--- config.mk ---
export PLATFORM = sky130hd
export DESIGN_NAME = slot_reels
export DESIGN_NICKNAME = d
export VERILOG_FILES = /design/src/rtl/slot_reels.sv
export SDC_FILE = /design/constraint.sdc
export NUM_CORES = 1
export LEC_CHECK = 0
export ABC_AREA = 0
export CAP_MARGIN = 20
export CORE_ASPECT_RATIO = 2
export CORE_MARGIN = 4
export CORE_UTILIZATION = 28
export CTS_BUF_LIST = sky130_fd_sc_hd__clkbuf_8
export DETAILED_ROUTE_END_ITERATION = 8
export GPL_TIMING_DRIVEN = 0
export SETUP_SLACK_MARGIN = 0.02
export SYNTH_ARGS = -nofsm -noshare
export SYNTH_HDL_FRONTEND = slang
export SYNTH_SLANG_ARGS = --single-unit
--- constraint.sdc ---
create_clock -name clk -period 2.5 [get_ports clk]
set_clock_uncertainty 0.1 [all_clocks]
set_input_delay 0.5 -clock clk [delete_from_list [all_inputs] [get_ports clk]]
set_output_delay 0.5 -clock clk [all_outputs]
set_load 0.02 [all_outputs]
--- src/rtl/slot_reels.sv ---
// Four-reel slot machine digit generator.
// A spin request starts all four reels rolling, one digit per tick. The
// reels then stop one after another. Each reel's final digit is taken from
// a free-running 16-bit LFSR at that reel's stop tick. When the last reel
// stops, the block raises a one-cycle result_valid and reports whether all
// four digits are equal.
module slot_reels #(
  parameter int          TICK_DIV  = 4,
  parameter int          STOP_BASE = 8,
  parameter int          STOP_STEP = 4,
  parameter logic [15:0] LFSR_SEED = 16'hACE1
) (
  input  logic       clk,
  input  logic       rst,
  input  logic       spin_req,
  output logic [3:0] randNum1,
  output logic [3:0] randNum2,
  output logic [3:0] randNum3,
  output logic [3:0] randNum4,
  output logic       busy,
  output logic       result_valid,
  output logic       match
);

  localparam int STOP_LAST = STOP_BASE + 3 * STOP_STEP;
  localparam int PW        = (TICK_DIV > 1) ? $clog2(TICK_DIV) : 1;
  localparam int TW        = $clog2(STOP_LAST + 1);
  localparam logic [PW-1:0] PRE_LAST = PW'(TICK_DIV - 1);

  typedef enum logic [1:0] {
    IDLE,
    SPIN,
    DONE
  } state_t;

  state_t        state;
  logic [15:0]   lfsr;
  logic [PW-1:0] prescaler;
  logic [TW-1:0] tick_cnt;
  logic [TW-1:0] tick_nxt;
  logic [3:0]    rolling;
  logic [3:0]    stop_hit;
  logic [3:0]    digit     [4];
  logic [3:0]    digit_nxt [4];
  logic          all_eq;

  // Tick index (1-based) at which reel k (0-based) comes to rest.
  function automatic logic [TW-1:0] stop_at(input int k);
    return TW'(STOP_BASE + k * STOP_STEP);
  endfunction

  // Digits each reel would show after the current tick, and stop detection.
  always_comb begin
    // NOTE: every output of this block gets a value before any branch, so
    // no path leaves a signal unassigned and no latch is inferred.
    tick_nxt  = tick_cnt + TW'(1);
    stop_hit  = '0;
    digit_nxt = digit;
    for (int k = 0; k < 4; k++) begin
      stop_hit[k] = rolling[k] && (tick_nxt == stop_at(k));
      if (stop_hit[k]) begin
        // Fold the nibble into 0..9: values 10..15 map onto 0..5.
        digit_nxt[k] = (lfsr[4*k +: 4] < 4'd10) ? lfsr[4*k +: 4]
                                                : lfsr[4*k +: 4] - 4'd10;
      end else if (rolling[k]) begin
        digit_nxt[k] = (digit[k] == 4'd9) ? 4'd0 : digit[k] + 4'd1;
      end
    end
    all_eq = (digit_nxt[0] == digit_nxt[1]) &&
             (digit_nxt[1] == digit_nxt[2]) &&
             (digit_nxt[2] == digit_nxt[3]);
  end

  // Spin sequencer, reel registers and free-running LFSR.
  always_ff @(posedge clk or negedge rst) begin
    // NOTE: all state here is updated with non-blocking assignments so every
    // register samples the pre-edge values, whatever the statement order.
    if (!rst) begin
      state        <= IDLE;
      lfsr         <= LFSR_SEED;
      prescaler    <= '0;
      tick_cnt     <= '0;
      rolling      <= '0;
      busy         <= 1'b0;
      result_valid <= 1'b0;
      match        <= 1'b0;
      // NOTE: the reel array is only four small registers feeding outputs
      // that must read 0 after reset, so it is reset like any other flop.
      for (int k = 0; k < 4; k++) digit[k] <= 4'd0;
    end else begin
      lfsr <= {lfsr[14:0], lfsr[15] ^ lfsr[13] ^ lfsr[12] ^ lfsr[10]};
      case (state)
        IDLE: begin
          result_valid <= 1'b0;
          if (spin_req) begin
            state     <= SPIN;
            prescaler <= '0;
            tick_cnt  <= '0;
            match     <= 1'b0;
            rolling   <= 4'hF;
            busy      <= 1'b1;
          end
        end
        SPIN: begin
          if (prescaler == PRE_LAST) begin
            prescaler <= '0;
            tick_cnt  <= tick_nxt;
            digit     <= digit_nxt;
            rolling   <= rolling & ~stop_hit;
            if (stop_hit[3]) begin
              state        <= DONE;
              busy         <= 1'b0;
              result_valid <= 1'b1;
              match        <= all_eq;
            end
          end else begin
            prescaler <= prescaler + PW'(1);
          end
        end
        DONE: begin
          result_valid <= 1'b0;
          state        <= IDLE;
        end
        default: state <= IDLE;
      endcase
    end
  end

  assign randNum1 = digit[0];
  assign randNum2 = digit[1];
  assign randNum3 = digit[2];
  assign randNum4 = digit[3];

endmodule

# After elaboration in Yosys (flattened, before gate mapping)
# Index checks and enable logic that the tools add are counted.
[totals] regBits=48 inputBits=3 out_inout_bits=19 elab_cells=104
[classes] n_addsub=10 order_cmp=4 eq_ne=17 mux=40 bitwise_logic=5 reduce_logical=16
[op_table] cell="2-to-1 mux 4 bit" n=18
[op_table] cell="adder 4 x 1 -> 4 bit (second input constant)" n=4
[op_table] cell="equality test 4 bit (second input constant)" n=4
[op_table] cell="less-than comparator 4 bit (second input constant)" n=4
[op_table] cell="subtractor 4 bit (second input constant)" n=4
[op_table] cell="equality test 4 bit" n=3
[op_table] cell="equality test 5 x 4 -> 1 bit (second input constant)" n=2
[op_table] cell="equality test 5 bit (second input constant)" n=2
[op_table] cell="2-to-1 mux 2 bit" n=5
[op_table] cell="2-to-1 mux 5 bit" n=2
[op_table] cell="one-hot mux 5 bit (2 select lines)" n=1
[op_table] cell="AND reduction 3 bit" n=3
[op_table] cell="2-to-1 mux 1 bit" n=8
[op_table] cell="one-hot mux 2 bit (2 select lines)" n=2
[op_table] cell="one-hot mux 4 bit (2 select lines)" n=1
[op_table] cell="logical AND 1 bit" n=6
[op_table] cell="inequality test 2 bit (second input constant)" n=3
[op_table] cell="one-hot mux 1 bit (2 select lines)" n=3
[op_table] cell="adder 5 x 1 -> 5 bit (second input constant)" n=1
[op_table] cell="AND 4 bit" n=1
[op_table] cell="equality test 2 bit (second input constant)" n=2
[op_table] cell="NOT 4 bit" n=1
[op_table] cell="AND reduction 2 bit" n=2
[op_table] cell="AND reduction 4 bit" n=1
[op_table] cell="other kinds (6)" n=9

# Depth between registers and ports, before layout
[depth] ltp_word=10 depth_mapped=10 mapped_depth_nobuf=9

# Least setup slack after synthesis
# No wires, ideal clock.
[synth_path] kind="register -> register" start="reg tick_cnt[0]" end="reg match" setup_ns=0.092 arrival_ns=2.376 required_time_ns=2.308 setup_slack_ns=-0.068 path_stages_with_launch=10 path_buffers=1 synth_period_minus_slack_ns=2.568 path_cell_list="dfrtp_1 ha_1 buf_4 xnor2_1 nand2b_1 a211o_1 mux2_4 nor4_2 o22ai_1 o31ai_2"
[synth_between] elab_chain_len=10 elab_cells_between_ends=23 cone_classes="add/sub (1); eq/ne (8); mux (7); reduce/logical (7)"
[synth_lines] item="start, declared" line_no="39" source="logic [TW-1:0] tick_cnt;"
[synth_lines] item="start signal, assigned" line_no="107" source="tick_cnt <= tick_nxt;"
[synth_lines] item="adder 5 x 1 -> 5 bit (*)" line_no="56" source="tick_nxt = tick_cnt + TW'(1);"
[synth_lines] item="equality test 5 x 4 -> 1 bit / equality test 5 bit (equally long branches)" line_no="60" source="stop_hit[k] = rolling[k] && (tick_nxt == stop_at(k));"
[synth_lines] item="logical AND 1 bit" line_no="60"
[synth_lines] item="2-to-1 mux 4 bit" line_no="61" source="if (stop_hit[k]) begin"
[synth_lines] item="equality test 4 bit, on equally long branches" line_no="69, 70"
[synth_lines] item="logical AND 1 bit" line_no="69" source="all_eq = (digit_nxt[0] == digit_nxt[1]) &&"
[synth_lines] item="logical AND 1 bit" line_no="70" source="(digit_nxt[1] == digit_nxt[2]) &&"
[synth_lines] item="2-to-1 mux 1 bit" line_no="110" source="if (stop_hit[3]) begin"
[synth_lines] item="2-to-1 mux 1 bit" line_no="105" source="if (prescaler == PRE_LAST) begin"
[synth_lines] item="one-hot mux 1 bit (2 select lines)" line_no="92" source="case (state)"
[synth_lines] item="end signal, assigned" line_no="114" source="match <= all_eq;"
[synth_lines] item="end, declared" line_no="22" source="output logic match"
# Mark *: on every way between the ends. The rest lies on a longest branch, timed or not. The select of a mux whose other input is x is not followed.
# A chain may end at the register's enable or synchronous reset.

# Worst setup path after layout
# Ends and elaborated chain as after synthesis.

==> results_dict.tcl <==
set metrics [dict create \
    power.static_leakage_nw 1.435 \
    rsz0062_at_grt "true" \
    hold_class "input port to asynchronous set/reset pin" \
    timing.final.hold_violations 0 \
    post_synth_and_or_nand_nor_area_fraction 0.1942 \
    yosysWarnings 0 \
    cp_max_fanout 7 \
    die-height_um 151.3 \
    total_track_usage 0.1317 \
    cts.hold.buffers_added 0 \
    routed_wire_length_per_instance_um 15.49 \
    avgSynthCellArea_um2 9.095 \
    timing.critical_path.arrival_ns 2.67 \
    status "complete, but fails checks" \
    setup_ws_ns -0.04343 \
    slew_headroom 0.6025 \
    required_ns 2.63 \
    layout-drive-gt1-share 0.1719 \
    post_drt_via_cell_ratio 5.025 \
    synth.largest_area_cell "sky130_fd_sc_hd__dfrtp_1" \
    max_freq_mhz 393.2 \
    report.final.slew_viol_count 0 \
    ios 22 \
    cts.sink_count 48 \
    largest_net_degree_at_the_start_of_global_routing 33 \
    io_buffers 21 \
    netlist_area_um2 2874 \
    clock_insertion_delay_worst_skew_ns 0.31 \
    ys_top_cells_by_area "sky130_fd_sc_hd__dfrtp_1, sky130_fd_sc_hd__dfstp_2, sky130_fd_sc_hd__o21ai_0, sky130_fd_sc_hd__nand2_1, sky130_fd_sc_hd__ha_1" \
    cp-start-kind "flip-flop" \
    weighted_congestion_at_the_end_of_routability_driven_global_placement 0.8698 \
    setup.worst_path.end_class "flip-flop" \
    final.fill_count 1037 \
    share_of_synthesized_registers_carrying_an_async_set_or_reset 1.000 \
    synth_top_family_by_area "compound AO/OA/AOI/OAI gates" \
    timing.final.crit_period_ns 2.543 \
    portion_of_synthesized_cell_area_occupied_by_the_leading_cell_type 0.3483 \
    route.vias.total 2432 \
    wire_length_of_the_first_global_routing_pass_um 12210 \
    detail_route.wirelength_um 7499 \
    drt_pre_antenna_iters 4 \
    power_w 0.001270 \
    grt_pass1_vias 2478 \
    cts_buffer_depth 2 \
    path_clk_slew_ns 0.10 \
    synthesized_nets 330 \
    whs_ns 0.01382 \
    detail_route.iter0.violations 125 \
    drc 0 \
    ys_types 57 \
    synth_commonest_cells "sky130_fd_sc_hd__nand2_1, sky130_fd_sc_hd__o21ai_0, sky130_fd_sc_hd__dfrtp_1, sky130_fd_sc_hd__inv_1, sky130_fd_sc_hd__a21oi_1" \
    num_antenna_cells 0 \
    p_per_area_nw_per_um2 361.8 \
    std_cell_rows 52 \
    layout-area-overhead-vs-synth_pct 22.16 \
    drt.antenna.violating_nets 0 \
    synth_mux_area_frac 0.04571 \
    synth_edf_count 0 \
    yosysSeqAreaShare 0.4214 \
    die_w_um 79.64 \
    dp_hpwl_um 5747 \
    setup_violations 1 \
    cts.root.buffer_cell "sky130_fd_sc_hd__clkbuf_8" \
    grt_antenna_before_repair 0 \
    post-synth-top-count-cell "sky130_fd_sc_hd__nand2_1" \
    worstSetupPathType "flip-flop to flip-flop" \
    tritoncts "done" \
    fin_nets 362 \
    floorplan.initialDensity 0.2850 \
    cap_viol_max_count 0 \
    worstMarginPinSlew_ns 0.5962 \
    compound_gate_fraction_of_synth_area 0.2216 \
    cts_made_buffers 5 \
    ys_seq_elements 48 \
    core_area_um2 10080 \
    yosys.area_share.xor_xnor 0.02133 \
    post-route-period-util 1.017 \
    synth_cells 316 \
    globalRouteOverflowTotal 0 \
    cts.htree.levels 2 \
    yosys_most_used_dff "sky130_fd_sc_hd__dfrtp_1" \
    violated_checks "setup timing" \
    adder_cell_share_of_the_synthesized_area 0.04789 \
    dieArea_um2 12050 \
    max-vdd-ir-drop_v 0.0001730 \
]
[kinds of logic after synthesis]
| group | Yosys count |
|---|---|
| compound gates | 100 |
| simple gates | 106 |
| xor+xnor | 7 |
| mux | 12 |
| fa+ha+maj | 11 |
| buf+inv | 32 |
| flops | 48 |
[where the power goes]
part,internal [W],switching (W)
clock network,0.000195,0.000277
registers,0.000776,0
logic,0.00000513,0.0000164
[area by class of cell]
class	count	area (um2)	area share
Inverter	20	75.07	0.02138
Multi-Input combinational cell	236	1644	0.4683
Sequential cell	48	1214	0.3457
Timing Repair Buffer	25	247.7	0.07056
Tap cell	135	168.9	0.04811
Clock buffer	5	68.82	0.01960
Clock inverter	3	20.02	0.005702
Buffer	12	72.57	0.02067
[stage by stage]
step           setup slack [ns]  setup TNS [ns]  area, um2  cells    util
6_report               -0.04343        -0.04343       3511    484  0.3481
5_1_grt                 -0.1072         -0.1072       3511    484  0.3481
3_5_place_dp            -0.2527         -0.2527       3297    473  0.3269
4_1_cts                -0.04076        -0.04076       3511    484  0.3481
2_1_floorplan           0.03762               0       2903    316       -
3_3_place_gp            -0.5979          -24.45       3282    472  0.3254
[critical path: stages (launching register included)]
cell and delay [ns]:
sky130_fd_sc_hd__dfrtp_2 0.42, sky130_fd_sc_hd__buf_4 0.16, sky130_fd_sc_hd__and2_4 0.15, sky130_fd_sc_hd__o32a_4 0.40
sky130_fd_sc_hd__a21oi_2 0.21, sky130_fd_sc_hd__mux2_2 0.40, sky130_fd_sc_hd__nor4_4 0.28, sky130_fd_sc_hd__o22ai_2 0.12
sky130_fd_sc_hd__o31ai_2 0.21
[cell usage in the layout (no fill, tap or decap), types with 3 or more instances in the layout]
master,n
sky130_fd_sc_hd__mux2_2,4
sky130_fd_sc_hd__a22o_1,4
sky130_fd_sc_hd__a21o_1,7
sky130_fd_sc_hd__nand3_1,8
sky130_fd_sc_hd__a211oi_1,4
sky130_fd_sc_hd__xnor2_1,4
sky130_fd_sc_hd__mux2i_1,4
sky130_fd_sc_hd__clkbuf_8,5
sky130_fd_sc_hd__dfstp_2,8
sky130_fd_sc_hd__nand3b_1,4
sky130_fd_sc_hd__a21oi_1,16
sky130_fd_sc_hd__dfrtp_1,38
sky130_fd_sc_hd__nand2b_1,5
sky130_fd_sc_hd__buf_4,3
sky130_fd_sc_hd__ha_1,10
sky130_fd_sc_hd__a22oi_1,4
sky130_fd_sc_hd__nand2_1,47
sky130_fd_sc_hd__nor3_1,4
sky130_fd_sc_hd__nor2b_1,5
sky130_fd_sc_hd__inv_1,21
sky130_fd_sc_hd__clkbuf_1,7
sky130_fd_sc_hd__o21ai_0,39
sky130_fd_sc_hd__clkdlybuf4s50_1,20
sky130_fd_sc_hd__nor2_1,12
sky130_fd_sc_hd__buf_6,3
sky130_fd_sc_hd__and3_1,3
[repair_timing]
action                                  4_1_cts  5_1_grt
gates cloned                                  0        0
endpoints found under the setup margin        1        1
gates resized for setup                      21        2
setup buffers                                 3        0
pin swaps                                     4        0
[worst paths after layout]
| path | depth (start not counted) | slack, ns | from | endpoint |
|---|---|---|---|---|
| min in group clk | 0 | 0.29 | lfsr[5] | lfsr[6] |
| worst min register to register | 0 | 0.29 | lfsr[5] | lfsr[6] |
| worst max register to register | 8 | -0.04 | tick_cnt[0] | match |
| worst max-delay path | 8 | -0.04 | tick_cnt[0] | match |
| max in group asynchronous | 2 | 1.70 | rst | lfsr[11] |
| worst min-delay path | 1 | 0.01 | rst | randNum4[2] |
[sequential cells by signal, indices dropped and copies added (netlist names)]
signal / cells
prescaler: 2
result_valid: 1
randNum2: 4
rolling: 4
randNum4: 4
busy: 1
randNum1: 4
state: 2
randNum3: 4
lfsr: 16
match: 1
tick_cnt: 5
[layer usage]
layer	global-route usage	routed length (um)	vias up
li1	-	-	1191
met1	0.1284	2726	1186
met2	0.2538	4246	38
met3	0.01429	167	17
met4	0.08348	358	0
met5	0	0	-
(Power assumes the default switching activity.)
